## config.mk

```make
export PLATFORM = sky130hd
export DESIGN_NAME = operand_fetch
export DESIGN_NICKNAME = d
export VERILOG_FILES = /design/src/rtl/operand_fetch.sv
export SDC_FILE = /design/constraint.sdc
export NUM_CORES = 1
export LEC_CHECK = 0
export CAP_MARGIN = 20
export CORE_AREA = 2 2 158 160
export CTS_CLUSTER_SIZE = 24
export DETAILED_ROUTE_END_ITERATION = 12
export DIE_AREA = 0 0 160 162
export DONT_BUFFER_PORTS = 1
export SYNTH_ARGS = -nofsm -noshare
export SYNTH_HDL_FRONTEND = slang
export SYNTH_SLANG_ARGS = --single-unit
```

## constraint.sdc

```tcl
create_clock -name clk -period 2.6 [get_ports clk]
set_clock_uncertainty 0.2 [all_clocks]
set_input_delay 0.52 -clock clk [delete_from_list [all_inputs] [get_ports clk]]
set_output_delay 0.52 -clock clk [all_outputs]
set_load 0.02 [all_outputs]
```

## src/rtl/operand_fetch.sv

```systemverilog
// operand_fetch: decode stage with register-file read, scoreboard RAW interlock and one output pipeline register.
module operand_fetch #(
    parameter bit R0_ZERO = 1'b1,
    parameter int STALL_W = 16
) (
    input  logic               clk,
    input  logic               rst,
    input  logic               in_valid,
    output logic               in_ready,
    input  logic [31:0]        in_instr,
    output logic [2:0]         rA_Addr,
    output logic [2:0]         rB_Addr,
    input  logic [63:0]        rA_Data,
    input  logic [63:0]        rB_Data,
    input  logic               wb_valid,
    input  logic [2:0]         wb_addr,
    output logic               out_valid,
    input  logic               out_ready,
    output logic [3:0]         out_op,
    output logic               out_we,
    output logic [2:0]         out_rd,
    output logic [63:0]        out_imm,
    output logic [63:0]        out_a,
    output logic [63:0]        out_b,
    output logic [7:0]         busy,
    output logic [STALL_W-1:0] stall_cnt
);
    logic [3:0]         op;
    logic               we;
    logic [2:0]         rd, rs1, rs2;
    logic [17:0]        imm;
    logic               hz_a, hz_b, hz_d, hazard, accept;
    logic [7:0]         set_m, clr_m;
    logic               out_valid_d, out_valid_q;
    logic [3:0]         out_op_d, out_op_q;
    logic               out_we_d, out_we_q;
    logic [2:0]         out_rd_d, out_rd_q;
    logic [63:0]        out_imm_d, out_imm_q;
    logic [63:0]        out_a_d, out_a_q;
    logic [63:0]        out_b_d, out_b_q;
    logic [7:0]         busy_d, busy_q;
    logic [STALL_W-1:0] stall_d, stall_q;

    assign {op, we, rd, rs1, rs2, imm} = in_instr;
    assign rA_Addr = rs1;
    assign rB_Addr = rs2;

    // Hazard looks only at registered busy, so a writeback never bypasses into this cycle.
    always_comb begin
        hz_a   = busy_q[rs1] && !(R0_ZERO && rs1 == 3'd0);
        hz_b   = busy_q[rs2] && !(R0_ZERO && rs2 == 3'd0);
        hz_d   = we && busy_q[rd] && !(R0_ZERO && rd == 3'd0);
        hazard = in_valid && (hz_a || hz_b || hz_d);
        in_ready = (!out_valid_q || out_ready) && !hazard;
        accept = in_valid && in_ready;
    end

    always_comb begin
        set_m = (accept && we && !(R0_ZERO && rd == 3'd0)) ? 8'd1 << rd : 8'd0;
        clr_m = wb_valid ? 8'd1 << wb_addr : 8'd0;
        busy_d = (busy_q & ~clr_m) | set_m;
        stall_d = (hazard && stall_q != '1) ? stall_q + 1'b1 : stall_q;
        out_valid_d = accept ? 1'b1 : (out_ready ? 1'b0 : out_valid_q);
        out_op_d  = accept ? op : out_op_q;
        out_we_d  = accept ? we : out_we_q;
        out_rd_d  = accept ? rd : out_rd_q;
        out_imm_d = accept ? {{46{imm[17]}}, imm} : out_imm_q;
        out_a_d   = accept ? rA_Data : out_a_q;
        out_b_d   = accept ? rB_Data : out_b_q;
    end

    always_ff @(posedge clk or negedge rst) begin
        if (!rst) begin
            out_valid_q <= 1'b0;
            out_op_q    <= '0;
            out_we_q    <= 1'b0;
            out_rd_q    <= '0;
            out_imm_q   <= '0;
            out_a_q     <= '0;
            out_b_q     <= '0;
            busy_q      <= '0;
            stall_q     <= '0;
        end else begin
            out_valid_q <= out_valid_d;
            out_op_q    <= out_op_d;
            out_we_q    <= out_we_d;
            out_rd_q    <= out_rd_d;
            out_imm_q   <= out_imm_d;
            out_a_q     <= out_a_d;
            out_b_q     <= out_b_d;
            busy_q      <= busy_d;
            stall_q     <= stall_d;
        end
    end

    assign out_valid = out_valid_q;
    assign out_op    = out_op_q;
    assign out_we    = out_we_q;
    assign out_rd    = out_rd_q;
    assign out_imm   = out_imm_q;
    assign out_a     = out_a_q;
    assign out_b     = out_b_q;
    assign busy      = busy_q;
    assign stall_cnt = stall_q;
endmodule

```

# --- Word-level counts from Yosys, hierarchy flattened ---
# Cells that the tools add are included.
# W data, S select, Z words.
classes:
  add_sub_neg: 1
  multipliers: 0
  div_mod_pow: 0
  n_lt_le_gt_ge: 3
  n_eq_ne: 1
  n_shift: 2
  muxes: 10
  n_bitwise: 3
  reduce_logical: 22
ops:
  columns: ["cell", "n"]
  rows:
  - ["$add A16 B1 Y16 const B", 1]
  - ["$mux W8", 2]
  - ["$ne A16 B16 Y1 const B", 1]
  - ["$shl A1 B3 Y8 const A", 2]
  - ["$lt A3 B4 Y1 const B", 3]
  - ["$logic_and A1 B1 Y1", 10]
  - ["$bmux W1 S3", 3]
  - ["$logic_not A3 Y1", 3]
  - ["$and A8 B8 Y8", 1]
  - ["$not A8 Y8", 1]
  - ["$or A8 B8 Y8", 1]
  - ["$logic_not A1 Y1", 5]
  - ["$mux W1", 5]
  - ["$logic_or A1 B1 Y1", 3]
  - ["$reduce_bool A2 Y1", 1]
word_totals:
  regBits: 179
  latch_bits: 0
  ramBits: 0
  romBits: 0
  input_bits: 168
  out_inout_bits: 232
  word_cells: 51
  n_memories: 0

# --- Depth between registers and ports, before layout ---
# Gate-level depths: netlist of the first run.
logic_depth:
  word_depth: 13
  ltp_mapped: 8
  mapped_depth_nobuf: 7

# --- Least setup slack after synthesis of the first run ---
# OpenSTA, ideal clock, no wires.
synth_path:
  path_kind: "input-to-output"
  startpoint: "input in_instr[24]"
  endpoint: "output in_ready"
  arrival_time_ns: 2.255
  required_ns: 1.880
  slack_ns: -0.375
  stages: 6
  n_path_buf: 2
  cell_sequence: "buf_2 > mux4_2 > o21ai_1 > o21ai_1 > clkbuf_1 > a21boi_0"
synth_between:
  elab_chain_cells: 8
  word_cells_on_any_way: 10
synth_rtl:
  columns: ["item", "line", "text"]
  rows:
  - ["start: declaration", "10", "input logic [31:0] in_instr,"]
  - ["$bmux W1 S3", "52", "hz_d = we && busy_q[rd] && !(R0_ZERO && rd == 3'd0);"]
  - ["$mux W1 (not written as such)", "52", null]
  - ["$logic_and A1 B1 Y1", "52", null]
  - ["$logic_and A1 B1 Y1 (*)", "52", null]
  - ["$logic_or A1 B1 Y1 (*)", "53", "hazard = in_valid && (hz_a || hz_b || hz_d);"]
  - ["$logic_and A1 B1 Y1 (*)", "53", null]
  - ["$logic_not A1 Y1 (*)", "54", "in_ready = (!out_valid_q || out_ready) && !hazard;"]
  - ["$logic_and A1 B1 Y1 (*)", "54", null]
  - ["end: declaration", "9", "output logic in_ready,"]
# Every way passes the cells marked *; elsewhere a longest branch is shown, timed or not. The select of a mux whose other input is x is not followed.

# --- Final worst setup path of the first run ---
layout_path:
  startpoint: "register busy_q[7] (netlist: busy[7])"
  endpoint: "output in_ready"
layout_between:
  elab_chain_cells: 8
  word_cells_on_any_way: 15
layout_rtl:
  columns: ["item", "line", "text"]
  rows:
  - ["start: declaration", "41", "logic [7:0] busy_d, busy_q;"]
  - ["start signal: assignment", "91", "busy_q <= busy_d;"]
  - ["$bmux W1 S3 (on tied branches)", "50, 51, 52", null]
  - ["$mux W1 (on tied branches)", "50, 51, 52", null]
  - ["$logic_and A1 B1 Y1 (on tied branches)", "50, 51, 52", null]
  - ["$logic_or A1 B1 Y1 or $logic_and A1 B1 Y1 (tied branches)", "53, 52", null]
  - ["$logic_or A1 B1 Y1 (*)", "53", null]
  - ["$logic_and A1 B1 Y1 (*)", "53", null]
  - ["$logic_not A1 Y1 (*)", "54", null]
  - ["$logic_and A1 B1 Y1 (*)", "54", null]
# Marks and branches as above.

==> impl_metrics.env, run 1 <==
export IMPL_power_switching_w=0.00518
export IMPL_slew_headroom_pct=68.1
export IMPL_failed_checks="negative hold slack, negative setup slack"
export IMPL_swShare_pct=42.0
export IMPL_synth_edff_count=0
export IMPL_power_report_internal_total_w=0.00716
export IMPL_crit_path_max_fanout=4
export IMPL_min_period_over_period_pct=106
export IMPL_async_flop_share_pct=100
export IMPL_synth_net_count=682
export IMPL_yosysTopAreaCellShare_pct=59.8
export IMPL_gp_congestion=0.850
export IMPL_grt_start_max_net_pins=180
export IMPL_cts_buffers=17
export IMPL_die_area_um2=25900
export IMPL_synth_commonest_cells="179 x dfrtp_1, 155 x mux2_1, 67 x buf_4, 14 x xnor2_1, 11 x nand4_1"
export IMPL_setup_viol=129
export IMPL_setup_ws_ps=-156
export IMPL_coreArea_um2=24100
export IMPL_pwr_share_comb_pct=25.9
export IMPL_ys_seq_area_share_pct=59.8
export IMPL_htreeDepth=4
export IMPL_cts_root_buffer="clkbuf_16"
export IMPL_cts_sinks=179
export IMPL_clock_latency_ps=420
export IMPL_grt_first_pass_wirelength_mm=27.0
export IMPL_powerDensity_nw_per_um2=1350
export IMPL_status="complete, but fails checks"
export IMPL_grt_pass1_vias=4461
export IMPL_yosys_area_top_type="dfrtp_1"
export IMPL_cts_buffer_depth=2
export IMPL_crit_type="reg -> out"
export IMPL_slew_viol_final=0
export IMPL_syn2layout_area_growth_pct=21.5
export IMPL_worst_hold_slack_ps=-416
export IMPL_period_minus_slack_ps=2760
export IMPL_syn_instance_count=513
export IMPL_avgSynthCellArea_um2=14.6
export IMPL_synth_most_common_cell="dfrtp_1"
export IMPL_hold_path_class="in -> async"
export IMPL_start_util_pct=31.1
export IMPL_cap_violations=0
export IMPL_worst_slew_pin_slew_ps=476
export IMPL_finalHoldViolCount=179
export IMPL_diodes=0
export IMPL_numPortBuffers=0
export IMPL_wl_per_cell_um=23.7
export IMPL_path_clk_slew_ps=80
export IMPL_reg2reg_slack_ps=-140
export IMPL_routed_wl_mm=20.0
export IMPL_drtAntennaViolNets=0
export IMPL_ys_warn_count=0
export IMPL_required_ps=1880
export IMPL_hpwl_mm=12.4
export IMPL_power_leakage_nw=4.19
export IMPL_pin_count=400
export IMPL_route_detailed_drc=0
export IMPL_cp_start_kind="flop"
export IMPL_grt_overflow=0
export IMPL_cts_tree="yes"
export IMPL_syn_area_um2=7500
export IMPL_irDropWorstVdd_v=0.00104
export IMPL_drtIter0Drc=246
export IMPL_ys_ff_latch=179
export IMPL_synth_ff_type="dfrtp_1"
export IMPL_num_vias=4162
export IMPL_cp_arrival_ps=2040
export IMPL_clkPwrFrac_pct=21.0
export IMPL_fp_row_count=57
export IMPL_cp_end_kind="output port"
export IMPL_seq_power_share_pct=53.1
export IMPL_synth_cell_type_count=33
export IMPL_rsz0062_at_grt="yes"
export IMPL_grtUsageTotal_pct=13.5
export IMPL_timing_fmax_ghz=0.363
export IMPL_viasPerCell=4.92
export IMPL_antenna_found_initial=0
export IMPL_finalNetCount=678
export IMPL_die_h_um=162
export IMPL_drive_above_1_share_pct=34.7
export IMPL_place_ws_ps=-68.5
export IMPL_n_fill_cell=2256
export IMPL_fp_dieW_um=160
export IMPL_ys_top_cells_by_area="dfrtp_1 60%, mux2_1 23%, buf_4 6.7%"
export IMPL_first_pass_iters=4
==> power groups by stage <==
| stage | Sequential, W | Combinational, W | Clock [W] |
|---|---|---|---|
| global route | 0.00669 | 0.00340 | 0.00282 |
| floorplan | 0.00624 | 0.00221 | 0 |
| finish | 0.00655 | 0.00320 | 0.00259 |
| CTS | 0.00655 | 0.00238 | 0.00269 |
| global placement | 0.00656 | 0.00204 | 0 |
| detailed placement | 0.00658 | 0.00217 | 0 |
==> worst max-delay path, cell delays in order, from the launching register on <==
cell and delay (ps):
dfrtp_2 430, mux4_2 490, nand2_1 80, nor4b_4 180
buf_4 160, o21ai_4 60, a21boi_4 230
==> kinds of logic (layout without fill, tap and decap cells) <==
family / after synthesis / count (layout) / share of synthesized area (%)
XOR/XNOR: 14 / 14 / 1.64
adder cells (fa/ha/maj): 1 / 1 / 0.167
buffers and inverters: 77 / 86 / 7.26
AND/OR/NAND/NOR: 52 / 52 / 4.02
multiplexers: 161 / 161 / 24.4
flip-flops: 179 / 179 / 59.8
AO/OA/AOI/OAI: 29 / 29 / 2.74
==> placed cells by master, fill, tap and decap left out, types with 2 or more instances in the layout <==
cell type and count:
o31ai_2 4, nand4_1 11, o41ai_2 2, clkbuf_16 23, buf_8 3, dlygate4sd3_1 5
buf_6 2, mux2_1 66, clkinv_4 2, inv_1 4, dfrtp_2 2, mux2i_1 4
buf_12 4, mux2_4 89, inv_8 4, inv_6 5, and3_1 10, o31a_1 2
o21ai_0 8, buf_16 8, dfrtp_1 176, and2_1 3, buf_4 22, xnor2_1 14
o21ai_1 4, nand2_1 9, nand2b_1 5, mux4_2 2, nand3_1 10
==> registers in the layout, summed over array words and instances, names as in the netlist <==
signal / count
out_a: 64
out_imm: 18
out_rd: 3
out_we: 1
out_op: 4
stall_cnt: 16
out_b: 64
out_valid: 1
busy: 8
==> what timing repair did <==
item                                    CTS  global route
cloned                                    4            11
pin swaps                                 3             1
setup buffers                             6             5
endpoints found under the hold margin   183           182
gates resized for setup                   9           108
endpoints found under the setup margin    2           159
hold buffers                              2             3
==> final timing paths <==
path | depth (start not counted) | to | from
setup / recovery | 6 | in_ready | busy[7]
hold / removal | 0 | stall_cnt[1] | rst
setup reg to reg | 9 | out_a[53] | busy[7]
hold reg to reg | 2 | busy[7] | busy[7]
max in group asynchronous | 0 | out_b[49] | rst
min in group clk | 1 | out_b[29] | rB_Data[29]
==> metrics by stage <==
step | cell area [µm²] | utilization, % | power, W | setup TNS (ps) | cells
after floorplan | 7510 | - | 0.00846 | 0 | 513
after global placement | 7610 | 31.6 | 0.00860 | -669 | 783
after detailed placement | 7610 | 31.6 | 0.00875 | -2450 | 783
after CTS | 8440 | 35.0 | 0.0116 | -3320 | 827
after global routing | 9110 | 37.8 | 0.0129 | -25760 | 846
final | 9110 | 37.8 | 0.0123 | -8510 | 846
==> cell type report <==
type | count | area, µm² | share of cell area [%]
sequential | 179 | 4490 | 49.2
clock inverter | 14 | 158 | 1.73
inverter | 4 | 15.0 | 0.165
tap | 324 | 405 | 4.45
multi-input combinational | 257 | 2880 | 31.6
timing repair buffer | 50 | 733 | 8.05
clock buffer | 18 | 439 | 4.82
==> layer usage <==
layer / routed length (µm) / vias to the layer above / part of all wire, % / track usage [%]
met5: 0 / - / 0 / 0
met4: 398 / 0 / 2.0 / 4.14
met3: 1680 / 22 / 8.4 / 4.93
met2: 10800 / 242 / 54 / 25.4
met1: 7200 / 2145 / 36 / 14.2
li1: - / 1753 / - / -
No activity file was read; power rests on OpenSTA's default activity.
==> run 2, diff against run 1 <==
--- a/config.mk
+++ b/config.mk
@@ -6,10 +6,11 @@
 export NUM_CORES = 1
 export LEC_CHECK = 0
 export CAP_MARGIN = 20
-export CORE_AREA = 2 2 158 160
+export CORE_AREA = 2 2 155 157
+export CTS_BUF_LIST = sky130_fd_sc_hd__clkbuf_8
 export CTS_CLUSTER_SIZE = 24
 export DETAILED_ROUTE_END_ITERATION = 12
-export DIE_AREA = 0 0 160 162
+export DIE_AREA = 0 0 157 159
 export DONT_BUFFER_PORTS = 1
 export SYNTH_ARGS = -nofsm -noshare
 export SYNTH_HDL_FRONTEND = slang
==> run 2 against run 1 <==
Largest power group unchanged. Largest cell class unchanged. Design area grew 15%. The run still ends with negative hold slack, negative setup slack left. Highest routed layer unchanged. Fmax is 0.64% higher. Critical path type unchanged. Critical endpoint unchanged. Count of clock-buffer cells in the layout is 1 lower.
==> impl_metrics.env, run 2 (same netlist as run 1, synthesis figures left out) <==
export IMPL_crit_type="reg -> out"
export IMPL_power_report_internal_total_w=0.00645
export IMPL_fp_dieW_um=157
export IMPL_pin_count=400
export IMPL_coreArea_um2=23200
export IMPL_wl_per_cell_um=22.0
export IMPL_postLayoutCoreUtil_pct=45.3
export IMPL_grt_start_max_net_pins=180
export IMPL_final_common_cell="dfrtp_1"
export IMPL_placedCellCount=777
export IMPL_n_fill_cell=2005
export IMPL_drtAntennaViolNets=0
export IMPL_setup_viol=120
export IMPL_die_area_um2=25000
export IMPL_irDropWorstVdd_v=0.000959
export IMPL_diodes=0
export IMPL_crit_path_max_fanout=3
export IMPL_clock_latency_ps=450
export IMPL_finalNonFillerCells=1011
export IMPL_powerDensity_nw_per_um2=1110
export IMPL_status="complete, but fails checks"
export IMPL_hold_path_class="in -> async"
export IMPL_cts_buffers=17
export IMPL_finalPower_w=0.0117
export IMPL_power_leakage_nw=4.61
export IMPL_htreeDepth=4
export IMPL_start_util_pct=32.3
export IMPL_cp_end_kind="output port"
export IMPL_die_h_um=159
export IMPL_failed_checks="negative hold slack, negative setup slack"
export IMPL_fp_row_count=56
export IMPL_setup_ws_ps=-139
export IMPL_numPortBuffers=0
export IMPL_path_clk_slew_ps=120
export IMPL_min_period_over_period_pct=105
export IMPL_hpwl_mm=12.0
export IMPL_swShare_pct=44.9
export IMPL_final_cell_mix="176 x dfrtp_1, 157 x dlygate4sd3_1, 115 x mux2_1"
export IMPL_viasPerCell=4.87
export IMPL_finalHoldViolCount=179
export IMPL_cts_buffer_depth=2
export IMPL_worst_hold_slack_ps=-459
export IMPL_worstRegToRegCells=10
export IMPL_drtIter0Drc=284
export IMPL_routed_wl_mm=22.3
export IMPL_pwr_share_comb_pct=27.9
export IMPL_clkPwrFrac_pct=16.2
export IMPL_power_switching_w=0.00526
export IMPL_cts_hold_buf=157
export IMPL_place_area_um2=7590
export IMPL_cp_start_kind="flop"
export IMPL_syn2layout_area_growth_pct=40.1
export IMPL_antenna_found_initial=0
export IMPL_timing_fmax_ghz=0.365
export IMPL_cts_sinks=179
export IMPL_grt_pass1_vias=5239
export IMPL_grt_overflow=0
export IMPL_cts_tree="yes"
export IMPL_cts_root_buffer="clkbuf_8"
export IMPL_worst_slew_pin_slew_ps=461
export IMPL_finalNetCount=848
export IMPL_first_pass_iters=4
export IMPL_slew_headroom_pct=69.3
export IMPL_seq_power_share_pct=55.9
export IMPL_cp_arrival_ps=2020
export IMPL_gp_congestion=0.790
export IMPL_grt_first_pass_wirelength_mm=28.9
export IMPL_fin_setup_tns_ps=-9210
export IMPL_grtUsageTotal_pct=14.8
export IMPL_route_detailed_drc=0
export IMPL_num_vias=4923
export IMPL_period_minus_slack_ps=2740
export IMPL_drive_above_1_share_pct=22.0
export IMPL_rsz0062_at_grt="yes"
export IMPL_slew_viol_final=0
export IMPL_required_ps=1880
export IMPL_cap_violations=0
export IMPL_stdcell_area_um2=10500
run 2: routing by layer:
| metal | routed length, µm | global-route usage (%) |
|---|---|---|
| met1 | 8500 | 15.6 |
| met2 | 11800 | 27.0 |
| met3 | 1640 | 4.93 |
| met4 | 338 | 5.25 |
| met5 | 0 | 0 |
run 2: final cells by class:
class / count / area [µm²] / area share, %
flip-flops and latches: 179 / 4490 / 42.7
multi-input cells: 257 / 2710 / 25.8
repair buffers: 220 / 2490 / 23.8
well taps: 319 / 399 / 3.80
clock buffers: 17 / 234 / 2.23
clock inverters: 15 / 168 / 1.60
inverters: 4 / 15.0 / 0.143
run 2: power by group through the flow:
| stage | clock [W] | combinational, W | sequential [W] |
|---|---|---|---|
| floorplan | 0 | 0.00221 | 0.00624 |
| finish | 0.00189 | 0.00327 | 0.00654 |
| CTS | 0.00196 | 0.00241 | 0.00651 |
| global placement | 0 | 0.00204 | 0.00655 |
| detailed placement | 0 | 0.00216 | 0.00656 |
| global route | 0.00208 | 0.00352 | 0.00669 |
run 2: repair_timing:
item | 4_1_cts | 5_1_grt
buffers inserted | 6 | 13
gates cloned | 0 | 26
resized for setup | 3 | 81
endpoints found under the hold margin | 346 | 179
setup endpoints to repair | 1 | 147
pin swaps | 2 | 4
run 2: worst paths after layout:
path	slack, ps	startpoint	endpoint
worst max-delay path	-140	busy[4]	in_ready
worst min-delay path	-460	rst	out_b[27]
worst max register to register	-120	busy[4]	out_imm[5]
worst min register to register	420	stall_cnt[6]	stall_cnt[6]
max in group asynchronous	2280	rst	out_imm[17]
min in group clk	50	in_valid	stall_cnt[9]
run 2: critical path, cell delays in order (launching register included):
cell	delay, ps
dfrtp_1	430
mux4_2	470
nand2_1	70
nor4b_2	170
buf_4	160
o21ai_4	70
a21boi_4	210
run 2: per-stage QoR:
| step | hold slack, ps | worst slack [ps] |
|---|---|---|
| 6_report | -459 | -139 |
| 5_1_grt | -510 | -239 |
| 4_1_cts | -503 | -221 |
| 3_5_place_dp | 28.4 | -24.9 |
| 3_3_place_gp | 29.2 | -2.35 |
| 2_1_floorplan | 24.4 | 4.18 |
